===== config.mk =====
export PLATFORM = sky130hd
export DESIGN_NAME = multimode_ff_bank
export DESIGN_NICKNAME = d
export VERILOG_FILES = /design/src/rtl/multimode_ff_bank.sv
export SDC_FILE = /design/constraint.sdc
export NUM_CORES = 1
export LEC_CHECK = 0
export ABC_AREA = 1
export CAP_MARGIN = 30
export CORE_UTILIZATION = 30
export CTS_CLUSTER_SIZE = 40
export DETAILED_ROUTE_END_ITERATION = 6
export PLACE_DENSITY = 0.62
export REMOVE_ABC_BUFFERS = 1
export SLEW_MARGIN = 25
export SYNTH_ARGS = -nofsm -noshare
export SYNTH_HDL_FRONTEND = slang
export SYNTH_SLANG_ARGS = --single-unit
export TNS_END_PERCENT = 100

===== constraint.sdc =====
create_clock -name clk -period 1 [get_ports clk]
set_input_delay 0.3 -clock clk [delete_from_list [all_inputs] [get_ports clk]]
set_output_delay 0.3 -clock clk [all_outputs]
set_load 0.005 [all_outputs]

===== src/rtl/multimode_ff_bank.sv =====
// Bank of run-time configurable SR/JK/D/T flip-flops
// with sticky SR-illegal flags and registered edge pulses.
module multimode_ff_bank #(
  parameter int         WIDTH       = 8,
  parameter logic [1:0] RESET_MODE  = 2'b01,
  parameter logic [1:0] SR11_POLICY = 2'b11,
  localparam int        SW = (WIDTH > 1) ? $clog2(WIDTH) : 1
) (
  input  logic             clk,
  input  logic             rst_n,
  input  logic             en,
  input  logic [WIDTH-1:0] a,
  input  logic [WIDTH-1:0] b,
  input  logic             cfg_we,
  input  logic [SW-1:0]    cfg_sel,
  input  logic [1:0]       cfg_mode,
  input  logic             err_clr,
  output logic [WIDTH-1:0] q,
  output logic [WIDTH-1:0] qbar,
  output logic [WIDTH-1:0] err,
  output logic [WIDTH-1:0] rise,
  output logic [WIDTH-1:0] fall
);

  localparam logic [1:0] M_SR = 2'b00;
  localparam logic [1:0] M_JK = 2'b01;
  localparam logic [1:0] M_D  = 2'b10;
  localparam logic [1:0] M_T  = 2'b11;

  logic [1:0]       mode [WIDTH];
  logic [WIDTH-1:0] q_nxt;
  logic [WIDTH-1:0] err_set;

  function automatic logic sr11(input logic cur);
    logic n;
    unique case (SR11_POLICY)
      2'b00:   n = cur;
      2'b01:   n = 1'b1;
      2'b10:   n = 1'b0;
      default: n = ~cur;
    endcase
    return n;
  endfunction

  // next state per channel, decoded by its mode
  always_comb begin
    q_nxt   = q;
    err_set = '0;
    for (int i = 0; i < WIDTH; i++) begin
      if (en) begin
        unique case (1'b1)
          (mode[i] == M_SR): begin
            unique case ({a[i], b[i]})
              2'b00: q_nxt[i] = q[i];
              2'b01: q_nxt[i] = 1'b0;
              2'b10: q_nxt[i] = 1'b1;
              default: begin
                q_nxt[i]   = sr11(q[i]);
                err_set[i] = 1'b1;
              end
            endcase
          end
          (mode[i] == M_JK): begin
            unique case ({a[i], b[i]})
              2'b00:   q_nxt[i] = q[i];
              2'b01:   q_nxt[i] = 1'b0;
              2'b10:   q_nxt[i] = 1'b1;
              default: q_nxt[i] = ~q[i];
            endcase
          end
          (mode[i] == M_D): q_nxt[i] = a[i];
          (mode[i] == M_T): q_nxt[i] = q[i] ^ a[i];
        endcase
      end
    end
  end

  // state, sticky flags (set beats clear) and edge pulses
  always_ff @(posedge clk or negedge rst_n) begin
    if (!rst_n) begin
      q    <= '0;
      err  <= '0;
      rise <= '0;
      fall <= '0;
    end else begin
      q    <= q_nxt;
      err  <= (err & ~{WIDTH{err_clr}}) | err_set;
      rise <= q_nxt & ~q;
      fall <= ~q_nxt & q;
    end
  end

  // mode registers; out-of-range selects match no channel
  always_ff @(posedge clk or negedge rst_n) begin
    if (!rst_n) begin
      for (int i = 0; i < WIDTH; i++)
        mode[i] <= RESET_MODE;
    end else begin
      for (int i = 0; i < WIDTH; i++)
        if (cfg_we && cfg_sel == SW'(i))
          mode[i] <= cfg_mode;
    end
  end

  assign qbar = ~q;

endmodule


* Word level (Yosys, flattened, before mapping) *
Cells that the tools add are included.

operators by class
  equal/unequal tests = 47
  mux-type cells = 48
  reductions and logical operators = 41
  bitwise gates (word level) = 23

operator list
  cell                number
  $eq 2x2->1 const B  24
  $pmux 1 s3          16
  $eq 2x1->1 const B  16
  $logic_not 2->1     16
  $mux 1              32
  $and 8x8->8         3
  $not 8->8           3
  $reduce_or 3->1     8
  $reduce_or 2->1     8
  $eq 3x3->1 const B  4
  $logic_and 1x1->1   8
  $not 1->1           8
  $or 8x8->8          1
  $xor 1x1->1         8
  $eq 3x2->1 const B  2
  $eq 3x1->1 const B  1
  $logic_not 3->1     1

storage, ports and cells
  input port bits = 26
  register bits after elaboration = 48

* Longest topological paths before layout *
Gate-level depths: netlist (run 1).

  word-level depth = 6
  depth in mapped cells = 5
  mapped depth without buffers = 5

* Worst setup path before layout (run 1) *
No wires, ideal clock.

  path kind = flip-flop to flip-flop
  from = reg mode[2] (netlist name)
  to = reg fall[6]
  period minus slack after synthesis = 0.923 ns
  slack = 0.077 ns
  stages on the path, launching flop included = 5
  arrival = 0.804 ns
  library setup time = 0.119 ns
  path through = dfstp_2 > inv_1 > nand2_1 > nand3_1 > and2_1

between the ends
  longest elaborated chain between the ends = 6
  elaborated cells on any way between the ends = 9
  classes of those cells = eq/ne: 3; mux: 2; bitwise: 2; reduce/logical: 2

ends and longest elaborated chain
  element                                        line    text
  from (decl)                                    30      logic [1:0] mode [WIDTH];
  from (signal, indexed assignment)              101     mode[i] <= cfg_mode;
  $eq 2x1->1 or $logic_not 2->1 (tied branches)  63, 52
  $reduce_or 2->1 (no line)                      -
  $pmux 1 s3 *                                   51      unique case (1'b1)
  $mux 1 *                                       50      if (en) begin
  $not 8->8 *                                    89      fall <= ~q_nxt & q;
  $and 8x8->8 *                                  89
  to (signal assigned)                           89
  to (decl)                                      22      output logic [WIDTH-1:0] fall

Every way passes the cells marked *; elsewhere a longest branch is shown, timed or not.
A chain may end at the register's enable or synchronous reset.

* Worst setup path after layout (run 1) *
  from = reg q[2]
  to = out qbar[2]

between the ends
  longest elaborated chain between the ends = 1

ends and longest elaborated chain
  element                 line  text
  from (decl)             18    output logic [WIDTH-1:0] q,
  from (signal assigned)  86    q <= q_nxt;
  $not 8->8               105   assign qbar = ~q;
  to (decl)               19    output logic [WIDTH-1:0] qbar,

No other way between the ends.

==> out/results.tsv, run 1 <==
metric	value	unit
multi_input_area	795	sq um
finClkSkew	0.00486	ns
numCtsBuffers	5	
yosysTopAreaCell	dfrtp_1	
crit_start	q[2]	
cts_root_buffer	clkbuf_8	
grt_usage	15.5	%
status	finished, violations left	
antenna_left	0	
avgRoutedWirePerCell	11.9	um
antenna_found_initial	0	
whs_path_depth	3	
layout_setup_ws	-0.287	ns
violations	negative setup slack	
rsz0062_at_grt	true	
rows	30	
slowest_delay	0.42	ns
grt_max_degree	49	
io_pins	66	
core	6830	sq um
ys_seq_elements	48	
reg2regPathDepth	5	
die_h	86.3	um
grt_pass1_vias	1970	
cp-end-kind	primary output	
crit_top_cell	buf_6	
via_per_inst	4.33	
max_cap_violations	0	
path_class	flop to primary output	
yosys_warnings	0	
crit_slowest_cell	dfrtp_1	
clkLatencyLatePin	0.30	ns
ir_worst_vdd	0.801	mV
cp.arrival	0.99	ns
cp_max_fo	3	
fillCellCount	675	
slew_viol_final	0	
r2r-end	fall[5]	
cts.sinks	48	
ys_seq_area_share	56.8	%
synth_area	2130	sq um
holdCritPathClass	input pin to flop	
synth_cells	255	
timing.final.crit_share	129	%
vias	2101	
drt_iter0_drc	48	
gp_congestion	0.787	
leakage	1.93	nW
cts_tree	done	
setup_viol	41	
hold_viol_final	0	
r2r_start	q[5]	
post-place-ws	-0.514	ns
insertedDiodeCount	0	
place_hpwl	3520	um
synth_area_per_cell	8.36	sq um
start_kind	flop	
stdcell_area	3590	sq um
grt_first_pass_wirelength	8810	um
die_x	86.3	um
nets	414	
synth.distinct_cells	15	
power_density	1900	nW/um^2
start_util	31.2	%
worst_pin_slew	0.258	ns
path_clk_slew	0.09	ns
seqCellArea	1210	sq um
drt_first_pass_iters	4	
period_needed	1.29	ns
wl	5780	um
drive_above_1_share	45.8	%
required	0.70	ns
yosys-top-cells-area	dfrtp_1 (47%), inv_1 (11%), nand2_1 (11%), dfstp_2 (9.9%), a21oi_1 (4.2%)	
htree_levels	2	
synth_top_area_share	47.0	%
timing.slew.headroom	82.8	%
crit_path_end	qbar[2]	
fmax	777	MHz
drcViolationCount	0	
crit_path_cell_trace	buf_6, inv_4, buf_6	
clockBufferDepth	2	
design_power_total	6.83	mW
die_area	7440	sq um
numPortBuffers	65	
syn_to_final_growth	68.5	%
overflow	0	
placed_cell_area	3170	sq um
reg2reg_slack	-0.01	ns
-- cells in the mapped netlist (all sizes together) --
cell type and instances:
nand2 62, dfrtp 40, o22ai 8, o21ai 16, inv 62, nor2 5
nand4 1, dfstp 8, a21oi 24, clkbuf 1, nand3 17, and2 8
buf 3
-- placed cells by master (no fill, tap or decap), types with 2 or more instances in the layout --
cell | netlist | routed
inv_1 | 62 | 50
buf_2 | 2 | 32
inv_4 | 0 | 5
and2_1 | 8 | 6
o21ai_0 | 16 | 15
a21oi_1 | 18 | 11
buf_12 | 0 | 3
dfrtp_1 | 40 | 40
and2_4 | 0 | 2
a21oi_2 | 6 | 13
nand3_1 | 17 | 13
nor2_1 | 5 | 4
dfstp_2 | 8 | 8
clkdlybuf4s50_1 | 0 | 16
dlymetal6s2s_1 | 0 | 2
buf_4 | 1 | 44
buf_6 | 0 | 25
o22ai_1 | 8 | 8
nand2_4 | 0 | 2
dlygate4sd2_1 | 0 | 5
nand2_2 | 0 | 22
nand3_2 | 0 | 4
inv_2 | 0 | 7
nand2_1 | 62 | 38
clkbuf_8 | 0 | 5
-- worst max-delay path, delay by kind of cell (launching register included) --
| family | cells | cell delay, ns |
|---|---|---|
| flops | 1 | 0.42 |
| buf+inv | 3 | 0.26 |
-- worst min-delay path by stage --
stage	start	endpoint
finish	a[7]	rise[7]
global route	a[7]	rise[7]
CTS	a[6]	rise[6]
detailed placement	rst_n	rise[2]
global placement	rst_n	rise[2]
floorplan	rst_n	err[0]
-- where the power goes --
part           leakage [nW]  total (mW)  switching [mW]  internal [mW]
Combinational          1.28        2.81            1.13           1.69
Clock                0.0541        1.41           0.674          0.740
Sequential            0.596        2.61           0.259           2.35
Total                  1.93        6.83            2.06           4.77
-- area by class of cell --
class,count,share of cell area (%)
clock buffer,5,1.92
timing repair buffer,130,30.9
clock inverter,3,1.18
multi-input combinational,141,22.1
inverter,62,6.83
sequential,48,33.7
tap,96,3.34
-- state kept, by name, indices dropped and copies added (netlist names) --
name and flops:
err 8, rise 8, q 8, mode 16
fall 8
-- logic make-up after synthesis --
kind of cell           synth area share [%]
flip-flops                             56.8
AND/OR/NAND/NOR                        18.4
buffers and inverters                  11.9
AO/OA/AOI/OAI                          12.8
-- metal layers --
layer	track usage, %	share of wire [%]	vias up
met1	18.8	43	979
met2	27.2	51	54
met3	3.62	4.5	13
li1	-	-	1055
met5	0	0	-
met4	4.70	1.7	0
-- per-stage QoR --
step	hold WS [ns]	cells	TNS [ns]	utilization [%]
floorplan	0.00441	251	0	-
finish	0.327	485	-6.07	52.6
global route	0.354	485	-7.52	52.6
detailed placement	0.303	446	-24.45	46.4
CTS	0.441	475	-6.21	49.2
global placement	0.305	446	-22.52	46.4
-- what timing repair did --
| item | CTS | global route |
|---|---|---|
| setup buffers | 21 | 12 |
| hold endpoints to repair | 40 | 0 |
| pin swaps | 3 | 18 |
| gates resized for setup | 199 | 54 |
| hold buffers | 1 | 0 |
| cloned | 1 | 0 |
| endpoints found under the setup margin | 80 | 60 |
(Power assumes the default switching activity.)
==> run 2: changes to the inputs <==
Settings changed: ABC_CLOCK_PERIOD_IN_PS from default to 1000, HOLD_SLACK_MARGIN from default to 0.06.
==> results of run 2 <==
Final layout, timing and power as in run 1 (identical DEF).
